[config.mk]
export PLATFORM = sky130hd
export DESIGN_NAME = axi_rt_budget_bank
export DESIGN_NICKNAME = d
export VERILOG_FILES = /design/src/rtl/axi_rt_pkg.sv /design/src/rtl/axi_rt_budget_region.sv /design/src/rtl/axi_rt_budget_bank.sv
export SDC_FILE = /design/constraint.sdc
export NUM_CORES = 2
export LEC_CHECK = 0
export ABC_AREA = 1
export CORE_AREA = 2 2 312 314
export CTS_BUF_LIST = sky130_fd_sc_hd__clkbuf_4 sky130_fd_sc_hd__clkbuf_8
export CTS_CLUSTER_DIAMETER = 30
export DETAILED_ROUTE_END_ITERATION = 10
export DIE_AREA = 0 0 314 316
export PLACE_DENSITY = 0.91
export SYNTH_ARGS = -nofsm -noshare
export SYNTH_HDL_FRONTEND = slang
export SYNTH_HIERARCHICAL = 1
export SYNTH_SLANG_ARGS = --single-unit
[constraint.sdc]
create_clock -name clk_i -period 15.6 [get_ports clk_i]
set_input_delay 1.56 -clock clk_i [delete_from_list [all_inputs] [get_ports clk_i]]
set_output_delay 1.56 -clock clk_i [all_outputs]
set_load 0.03 [all_outputs]
[src/rtl/axi_rt_pkg.sv]
// Shared types for the RT budget bank: replenish modes, region states,
// statistics width and the region index width helper.
package axi_rt_pkg;

  typedef enum logic [1:0] {
    RT_RELOAD  = 2'd0,
    RT_CARRY   = 2'd1,
    RT_ONESHOT = 2'd2
  } rt_mode_e;

  typedef enum logic [1:0] {
    ST_IDLE     = 2'd0,
    ST_RUN      = 2'd1,
    ST_DEPLETED = 2'd2
  } rt_budget_state_e;

  localparam int unsigned StatsWidth = 48;

  function automatic int unsigned idx_width(input int unsigned n);
    return (n > 1) ? $clog2(n) : 1;
  endfunction

endpackage

[src/rtl/axi_rt_budget_region.sv]
// One budget/period region: FSM, counters, replenish mode, overrun count.
// Optional AXI_RT_BUDGET_STATS_EN adds a wrapping accepted-bytes total.
module axi_rt_budget_region
  import axi_rt_pkg::*;
#(
  parameter int unsigned PeriodWidth = 32,
  parameter int unsigned BudgetWidth = 32,
  parameter int unsigned OvrWidth    = 8,
  parameter int unsigned SumWidth    = 34
) (
  input  logic                   clk_i,
  input  logic                   rst_ni,
  input  logic                   enable_i,
  input  logic                   abort_i,
  input  logic [SumWidth-1:0]    debit_i,
  input  logic [1:0]             mode_i,
  input  logic [BudgetWidth-1:0] budget_i,
  input  logic [BudgetWidth-1:0] budget_cap_i,
  input  logic [PeriodWidth-1:0] period_i,
  output logic [BudgetWidth-1:0] budget_left_o,
  output logic [PeriodWidth-1:0] period_left_o,
  output logic                   depleted_o,
`ifdef AXI_RT_BUDGET_STATS_EN
  output logic [StatsWidth-1:0]  total_bytes_o,
`endif
  output logic [OvrWidth-1:0]    overrun_cnt_o
);

  rt_budget_state_e state_q, state_d;
  logic [BudgetWidth-1:0] budget_q, budget_d;
  logic [PeriodWidth-1:0] period_q, period_d;
  logic [OvrWidth-1:0]    ovr_q, ovr_d;

  logic [BudgetWidth:0]   carry;
  logic [BudgetWidth-1:0] capped;
  logic [BudgetWidth-1:0] base;
  logic [BudgetWidth-1:0] left;
  logic [SumWidth-1:0]    left_ext;
  logic                   apply;

  assign carry    = {1'b0, budget_q} + {1'b0, budget_i};
  assign capped   = (carry > {1'b0, budget_cap_i}) ? budget_cap_i
                                                   : carry[BudgetWidth-1:0];
  assign left_ext = SumWidth'(left);

  always_comb begin
    base = budget_i;
    case (mode_i)
      RT_CARRY:   base = capped;
      RT_ONESHOT: base = budget_q;
      default:    base = budget_i;
    endcase
  end

  always_comb begin
    state_d  = state_q;
    budget_d = budget_q;
    period_d = period_q;
    ovr_d    = ovr_q;
    apply    = 1'b0;
    left     = budget_q;
    if (!enable_i) begin
      state_d = ST_IDLE;
    end else if (state_q == ST_IDLE || abort_i) begin
      period_d = period_i;
      budget_d = budget_i;
      state_d  = (budget_i == '0) ? ST_DEPLETED : ST_RUN;
    end else if (period_q == '0) begin
      period_d = period_i;
      if (mode_i != RT_ONESHOT) begin
        budget_d = base;
        left     = base;
        state_d  = (base == '0) ? ST_DEPLETED : ST_RUN;
        // zero-length period: every cycle reloads, so debit the fresh budget
        apply    = (period_i == '0);
      end
    end else begin
      period_d = period_q - PeriodWidth'(1);
      apply    = (state_q == ST_RUN);
    end
    if (apply) begin
      if (debit_i < left_ext) begin
        budget_d = left - debit_i[BudgetWidth-1:0];
      end else begin
        budget_d = '0;
        state_d  = ST_DEPLETED;
        if (debit_i > left_ext && ovr_q != '1)
          ovr_d = ovr_q + OvrWidth'(1);
      end
    end
  end

  always_ff @(posedge clk_i or negedge rst_ni) begin
    if (!rst_ni) begin
      state_q  <= ST_IDLE;
      budget_q <= '0;
      period_q <= '0;
      ovr_q    <= '0;
    end else begin
      state_q  <= state_d;
      budget_q <= budget_d;
      period_q <= period_d;
      ovr_q    <= ovr_d;
    end
  end

`ifdef AXI_RT_BUDGET_STATS_EN
  logic [SumWidth-1:0]   accepted;
  logic [StatsWidth-1:0] total_q;

  always_comb begin
    accepted = '0;
    if (apply)
      accepted = (debit_i < left_ext) ? debit_i : left_ext;
  end

  always_ff @(posedge clk_i or negedge rst_ni) begin
    if (!rst_ni) total_q <= '0;
    else         total_q <= total_q + StatsWidth'(accepted);
  end

  assign total_bytes_o = total_q;
`endif

  assign budget_left_o = budget_q;
  assign period_left_o = period_q;
  assign depleted_o    = (state_q == ST_DEPLETED);
  assign overrun_cnt_o = ovr_q;

endmodule

[src/rtl/axi_rt_budget_bank.sv]
// Multi-port, multi-region RT budget bank; sums port debits per region.
// Optional AXI_RT_BUDGET_STATS_EN exposes per-region accepted-byte totals.
module axi_rt_budget_bank
  import axi_rt_pkg::*;
#(
  parameter int unsigned NumRegions     = 4,
  parameter int unsigned NumPorts       = 2,
  parameter int unsigned PeriodWidth    = 32,
  parameter int unsigned BudgetWidth    = 32,
  parameter int unsigned BytesWidth     = 16,
  parameter int unsigned OvrWidth       = 8,
  parameter int unsigned RegionIdxWidth = idx_width(NumRegions)
) (
  input  logic                              clk_i,
  input  logic                              rst_ni,
  input  logic                              enable_i,
  input  logic [NumRegions-1:0]             abort_i,
  input  logic [NumPorts-1:0]               debit_valid_i,
  input  logic [NumPorts*RegionIdxWidth-1:0] debit_region_i,
  input  logic [NumPorts*BytesWidth-1:0]    debit_bytes_i,
  input  logic [NumRegions*2-1:0]           mode_i,
  input  logic [NumRegions*BudgetWidth-1:0] budget_i,
  input  logic [NumRegions*BudgetWidth-1:0] budget_cap_i,
  input  logic [NumRegions*PeriodWidth-1:0] period_i,
  output logic [NumRegions*BudgetWidth-1:0] budget_left_o,
  output logic [NumRegions*PeriodWidth-1:0] period_left_o,
  output logic [NumRegions-1:0]             depleted_o,
  output logic [NumRegions*OvrWidth-1:0]    overrun_cnt_o,
`ifdef AXI_RT_BUDGET_STATS_EN
  output logic [NumRegions*StatsWidth-1:0]  total_bytes_o,
`endif
  output logic                              isolate_o
);

  localparam int unsigned SumWidth = BudgetWidth + $clog2(NumPorts) + 1;

  for (genvar r = 0; r < NumRegions; r++) begin : g_region
    logic [SumWidth-1:0] sum;

    always_comb begin
      sum = '0;
      for (int p = 0; p < NumPorts; p++) begin
        if (debit_valid_i[p] &&
            debit_region_i[p*RegionIdxWidth +: RegionIdxWidth] ==
              RegionIdxWidth'(r))
          sum = sum + SumWidth'(debit_bytes_i[p*BytesWidth +: BytesWidth]);
      end
    end

    axi_rt_budget_region #(
      .PeriodWidth (PeriodWidth),
      .BudgetWidth (BudgetWidth),
      .OvrWidth    (OvrWidth),
      .SumWidth    (SumWidth)
    ) u_region (
      .clk_i         (clk_i),
      .rst_ni        (rst_ni),
      .enable_i      (enable_i),
      .abort_i       (abort_i[r]),
      .debit_i       (sum),
      .mode_i        (mode_i[r*2 +: 2]),
      .budget_i      (budget_i[r*BudgetWidth +: BudgetWidth]),
      .budget_cap_i  (budget_cap_i[r*BudgetWidth +: BudgetWidth]),
      .period_i      (period_i[r*PeriodWidth +: PeriodWidth]),
      .budget_left_o (budget_left_o[r*BudgetWidth +: BudgetWidth]),
      .period_left_o (period_left_o[r*PeriodWidth +: PeriodWidth]),
      .depleted_o    (depleted_o[r]),
`ifdef AXI_RT_BUDGET_STATS_EN
      .total_bytes_o (total_bytes_o[r*StatsWidth +: StatsWidth]),
`endif
      .overrun_cnt_o (overrun_cnt_o[r*OvrWidth +: OvrWidth])
    );
  end

  assign isolate_o = enable_i & (|depleted_o);

endmodule

# Word level (Yosys, flattened, before mapping)
# Index checks and enable logic that the tools add are counted.
# word_totals
ff_bits,296
inputBits,437
out_inout_bits,293
elab_cells,234
# classes
n_addsub,20
magnitude_cmp,12
eq_ne,30
mux,104
n_bitwise,5
reduce_logical,47
# op_table
operator,n
$mux 32,44
$logic_not 32->1,16
$pmux 32 s2,4
$add 34x16->34,4
$gt 34x32->1,4
$lt 34x32->1,4
$mux 34,4
$add 32x32->33,4
$gt 33x32->1,4
$sub 32x1->32 const B,4
$sub 32x32->32,4
$mux 16,4
$mux 2,32
$add 8x1->8 const B,4
$ne 8x8->1 const B,4
$eq 2x2->1 const B,12
$eq 2x1->1 const B,10
$mux 1,16
$logic_and 1x1->1,12
$logic_not 2->1,6
$reduce_and 3->1,4
$ne 2x2->1 const B,4
$reduce_bool 2->1,4
$logic_or 1x1->1,4
3 further kinds,6

# Depth between registers and ports, before layout
# depth
depth_word,12
mapped_depth,49
depth_no_buf,48

# Hierarchy
# The synthesis kept the hierarchy.
# modules_own_cells
mod,n_inst,cells_each,area_each_um2
axi_rt_budget_region (g_region[0].u_region ...),2,1940,11825.1
axi_rt_budget_region (g_region[3].u_region),1,1945,11902.7
axi_rt_budget_region (g_region[2].u_region),1,1927,11865.1
axi_rt_budget_bank,1,1006,4852.2

# Least setup slack after synthesis
# Ideal clock, no wire load.
# synth_timing
kind,in2reg
from,in budget_i[2]
to,reg g_region[0].u_region.budget_q[30]
arrival_ns,7.473
slack_ns,7.993
stages,44
n_path_buf,1
cell_sequence,ha_1 a21oi_1 nand2_1 a21oi_1 o21ai_0 nand2_1 nand2_1 nand2_1 nand2_1 or2_2 nand2_1 inv_1 ha_1 nand2_1 inv_1 nand3_1 nor3_1 nand3_1 [8 not listed] o21ai_0 or2_1 o21ai_0 inv_1 ha_1 fa_1 o21ai_0 a21oi_1 o21ai_0 inv_1 o31ai_1 nand3_1 o2111ai_1 nand2_1 nand2_1 a21boi_1 o21ai_1 a31oi_1
# synth_between
elab_chain_len,11
word_cells_on_any_way,14
# synth_lines
element,line_no,rtl
from (decl),axi_rt_budget_bank.sv:22,"input logic [NumRegions*BudgetWidth-1:0] budget_i,"
$add 32x32->33,axi_rt_budget_region.sv:41,"assign carry = {1'b0, budget_q} + {1'b0, budget_i};"
$gt 33x32->1,axi_rt_budget_region.sv:42,"assign capped = (carry > {1'b0, budget_cap_i}) ? budget_cap_i"
$mux 32,axi_rt_budget_region.sv:42,
$pmux 32 s2 *,axi_rt_budget_region.sv:48,case (mode_i)
$mux 32 *,axi_rt_budget_region.sv:70,if (mode_i != RT_ONESHOT) begin
$mux 32 *,axi_rt_budget_region.sv:68,end else if (period_q == '0) begin
$mux 32,axi_rt_budget_region.sv:64,end else if (state_q == ST_IDLE || abort_i) begin
$mux 32,axi_rt_budget_region.sv:62,if (!enable_i) begin
$sub 32x32->32 / $lt 34x32->1 (equally long branches),"axi_rt_budget_region.sv:83, axi_rt_budget_region.sv:82",
$mux 32,axi_rt_budget_region.sv:82,if (debit_i < left_ext) begin
$mux 32 *,axi_rt_budget_region.sv:81,if (apply) begin
to (signal assigned),axi_rt_budget_region.sv:101,budget_q <= budget_d;
to (decl),axi_rt_budget_region.sv:30,"logic [BudgetWidth-1:0] budget_q, budget_d;"
# Mark *: on every way between the ends. The rest lies on a longest branch, timed or not. The select of a mux whose other input is x is not followed.
# A chain may end at the register's enable or synchronous reset.

# Final worst setup path
# layout_timing
from,in budget_i[2]
to,reg g_region[0].u_region.budget_q[31]
# Same word-level chain as after synthesis.

==> results.json <==
{
  "maxSlewHeadroom_pct": 13.9,
  "nets": 10500,
  "avgSynthCellArea_sq_um": 5.97,
  "cts_setup_buffers": 0,
  "synth_edf_count": 0,
  "reg2reg_depth": 40,
  "fin_skew_ns": 0.0439,
  "die_width_um": 314,
  "clockRootBuffer": "clkbuf_8",
  "dp_hpwl_um": 160000,
  "io_buffers": 729,
  "area_growth_pct": 19.8,
  "crit_top_cell": "nand2_1",
  "startpoint_type": "input port",
  "drc_errors": 0,
  "fillers": 8926,
  "wl_um": 198000,
  "grt_use_total_pct": 38.0,
  "yosysMostFrequentCell": "nand2_1",
  "grt_pass1_vias": 57900,
  "synth_cell_types": 68,
  "grt_pass1_wl_um": 306000,
  "worstSetupEndpointType": "register",
  "dr_total_vias": 62500,
  "cts.clk_slew.worst_paths_ns": 0.05,
  "place.gp.congestion": 1.03,
  "dp_cells": 10600,
  "synth_top_area_cell": "nand2_1",
  "r2r_slack_ns": 6.86,
  "cp_max_fo": 35,
  "pre_cts_ws_ns": 5.49,
  "layout_min_cycle_time_ns": 9.64,
  "clock_latency_ns": 0.72,
  "finalSetupTns_ns": 0,
  "status": "finished clean",
  "seq_area_frac_synth_pct": 14.2,
  "grt_max_degree": 137,
  "hold_class": "reg -> reg",
  "finalHoldWorstSlack_ns": 0.495,
  "rsz0062_at_grt": "false",
  "antenna_found_initial": 22,
  "overflow": 0,
  "fmax_mhz": 104,
  "slowest_delay_ns": 1.03,
  "critPathRequiredTime_ns": 16.23,
  "post-synth-top-area-fraction_pct": 15.8,
  "synthTopCellsByCount": "nand2_1, inv_1, a21oi_1, nor2_1, ha_1",
  "setup_viol": 0,
  "numCtsBuffers": 83,
  "fin_ws_ns": 5.96,
  "fin_crit_sh_pct": 61.8,
  "start_util_pct": 54.5,
  "dr.pass1.iters": 9,
  "coreArea_sq_um": 96000,
  "die_h_um": 316,
  "hold_viol": 0,
  "rows": 114,
  "cts_resized": 0,
  "netlist_top_cells_area": "nand2_1, dfrtp_1, ha_1",
  "ys_warn_count": 6,
  "cts_buffer_depth": 3,
  "cp.arrival_ns": 10.27,
  "ys_dominant_reg_cell": "dfrtp_1",
  "drt-initial-drc-count": 7149,
  "min_path_cells": 1,
  "cts_sinks": 296,
  "io_pins": 730,
  "routedWlPerCell_um": 18.3,
  "p_per_area_nw_per_um2": 87.3,
  "synth_seq_cells": 296,
  "multi_input_area_sq_um": 38900,
  "maxCapViolations": 0,
  "ant_nets": 0,
  "syn_area_sq_um": 52300,
  "cts_tree": "done",
  "path_class": "in -> reg",
  "seqCellArea_sq_um": 7410,
  "synthArstFlopShare_pct": 100,
  "h-tree-depth": 3,
  "p_leak_nw": 30.9,
  "cp_slowest_cell": "nor2_2",
  "report.final.slew_viol_count": 0,
  "syn_inst": 8758,
  "dieArea_sq_um": 99200,
  "max_slew.worst_pin.slew_ns": 1.29,
  "ir_drop_mv": 0.0725,
  "via_per_inst": 5.79,
  "ctsHoldBuffers": 0,
  "final_cells": 10800,
  "drive_above_1_share_pct": 5.53
}
-- per-layer routing --
metal,global-route usage [%],up-vias,part of all wire [%]
met2,62.6,3299,46
met4,16.7,26,4.6
li1,-,30100,-
met3,6.14,587,9.1
met5,0,-,0.086
met1,49.1,28500,41
-- critical path: cells and delay by family --
family | cells | cell delay (ns)
simple gates | 23 | 4.81
compound gates | 12 | 2.16
fa+ha+maj | 3 | 1.10
buf+inv | 3 | 0.62
-- cells in the final DEF (no fill, tap or decap), types with 38 or more instances in the layout --
| master | Yosys | routed |
|---|---|---|
| a21oi_1 | 734 | 732 |
| a22oi_1 | 95 | 95 |
| a31oi_1 | 109 | 109 |
| buf_4 | 17 | 38 |
| clkbuf_8 | 6 | 100 |
| clkdlybuf4s50_1 | 0 | 727 |
| conb_1 | 1 | 126 |
| dfrtp_1 | 296 | 296 |
| ha_1 | 592 | 591 |
| inv_1 | 1329 | 1329 |
| inv_2 | 65 | 67 |
| nand2_1 | 2205 | 2205 |
| nand3_1 | 490 | 490 |
| nand4_1 | 71 | 71 |
| nor2_1 | 654 | 648 |
| nor2_2 | 38 | 40 |
| nor3_1 | 96 | 94 |
| nor4_1 | 67 | 67 |
| o211ai_1 | 164 | 164 |
| o21ai_0 | 522 | 522 |
| o21ai_1 | 133 | 133 |
| or2_1 | 77 | 77 |
| or2_2 | 113 | 113 |
| xnor2_1 | 76 | 76 |
| xor2_1 | 178 | 178 |
-- kinds of logic (layout without fill, tap and decap cells) --
group,Yosys count,count (layout),share of synthesized area [%]
AOI/OAI and AO/OA,1975,1975,21.6
buffers and inverters,1680,2312,12.5
and+or+nand+nor,3944,3944,32.7
other,1,138,0.00717
DFF,296,296,14.2
xor gates and xnor gates,254,254,4.26
adders and majority gates,604,604,14.6
muxes,4,4,0.0862
-- layout make-up --
type | count | share of cell area [%]
diodes | 12 | 0.0480
clock buffers | 117 | 2.40
clock inverters | 31 | 0.587
inverters | 1396 | 8.37
multi-input cells | 6907 | 62.1
flip-flops and latches | 296 | 11.8
well taps | 1276 | 2.55
repair buffers | 768 | 12.2
-- power by group --
group / total [mW] / leakage, nW / switching [mW] / internal (mW)
Combinational: 3.22 / 26.4 / 2.06 / 1.16
Sequential: 1.06 / 3.48 / 0.184 / 0.873
Clock: 1.19 / 0.997 / 0.450 / 0.739
Total: 5.47 / 30.9 / 2.69 / 2.77
-- worst paths after layout --
check | startpoint | to
max in group asynchronous | rst_ni | g_region[2].u_region/period_left_o[9]
worst min-delay path | g_region[1].u_region/overrun_cnt_o[7] | g_region[1].u_region/overrun_cnt_o[7]
worst max register to register | g_region[0].u_region/budget_left_o[2] | g_region[0].u_region/budget_left_o[31]
worst min register to register | g_region[1].u_region/overrun_cnt_o[7] | g_region[1].u_region/overrun_cnt_o[7]
min in group asynchronous | rst_ni | g_region[1].u_region/period_left_o[20]
worst max-delay path | budget_i[2] | g_region[0].u_region/budget_left_o[31]
-- state kept, by name, summed over array words and instances, names as in the netlist --
signal	count
g_region.u_region/budget_left_o	128
g_region.u_region/overrun_cnt_o	32
g_region.u_region/period_left_o	128
g_region.u_region/state_q	8
-- stage by stage --
step	cell area [sq um]	total power [mW]	util [%]
5_1_grt	62600	5.86	65.2
4_1_cts	62600	5.40	65.2
6_report	62600	5.47	65.2
2_1_floorplan	52700	3.19	-
3_3_place_gp	60700	4.12	63.3
3_5_place_dp	60700	4.18	63.3
No activity file was read; power rests on OpenSTA's default activity.
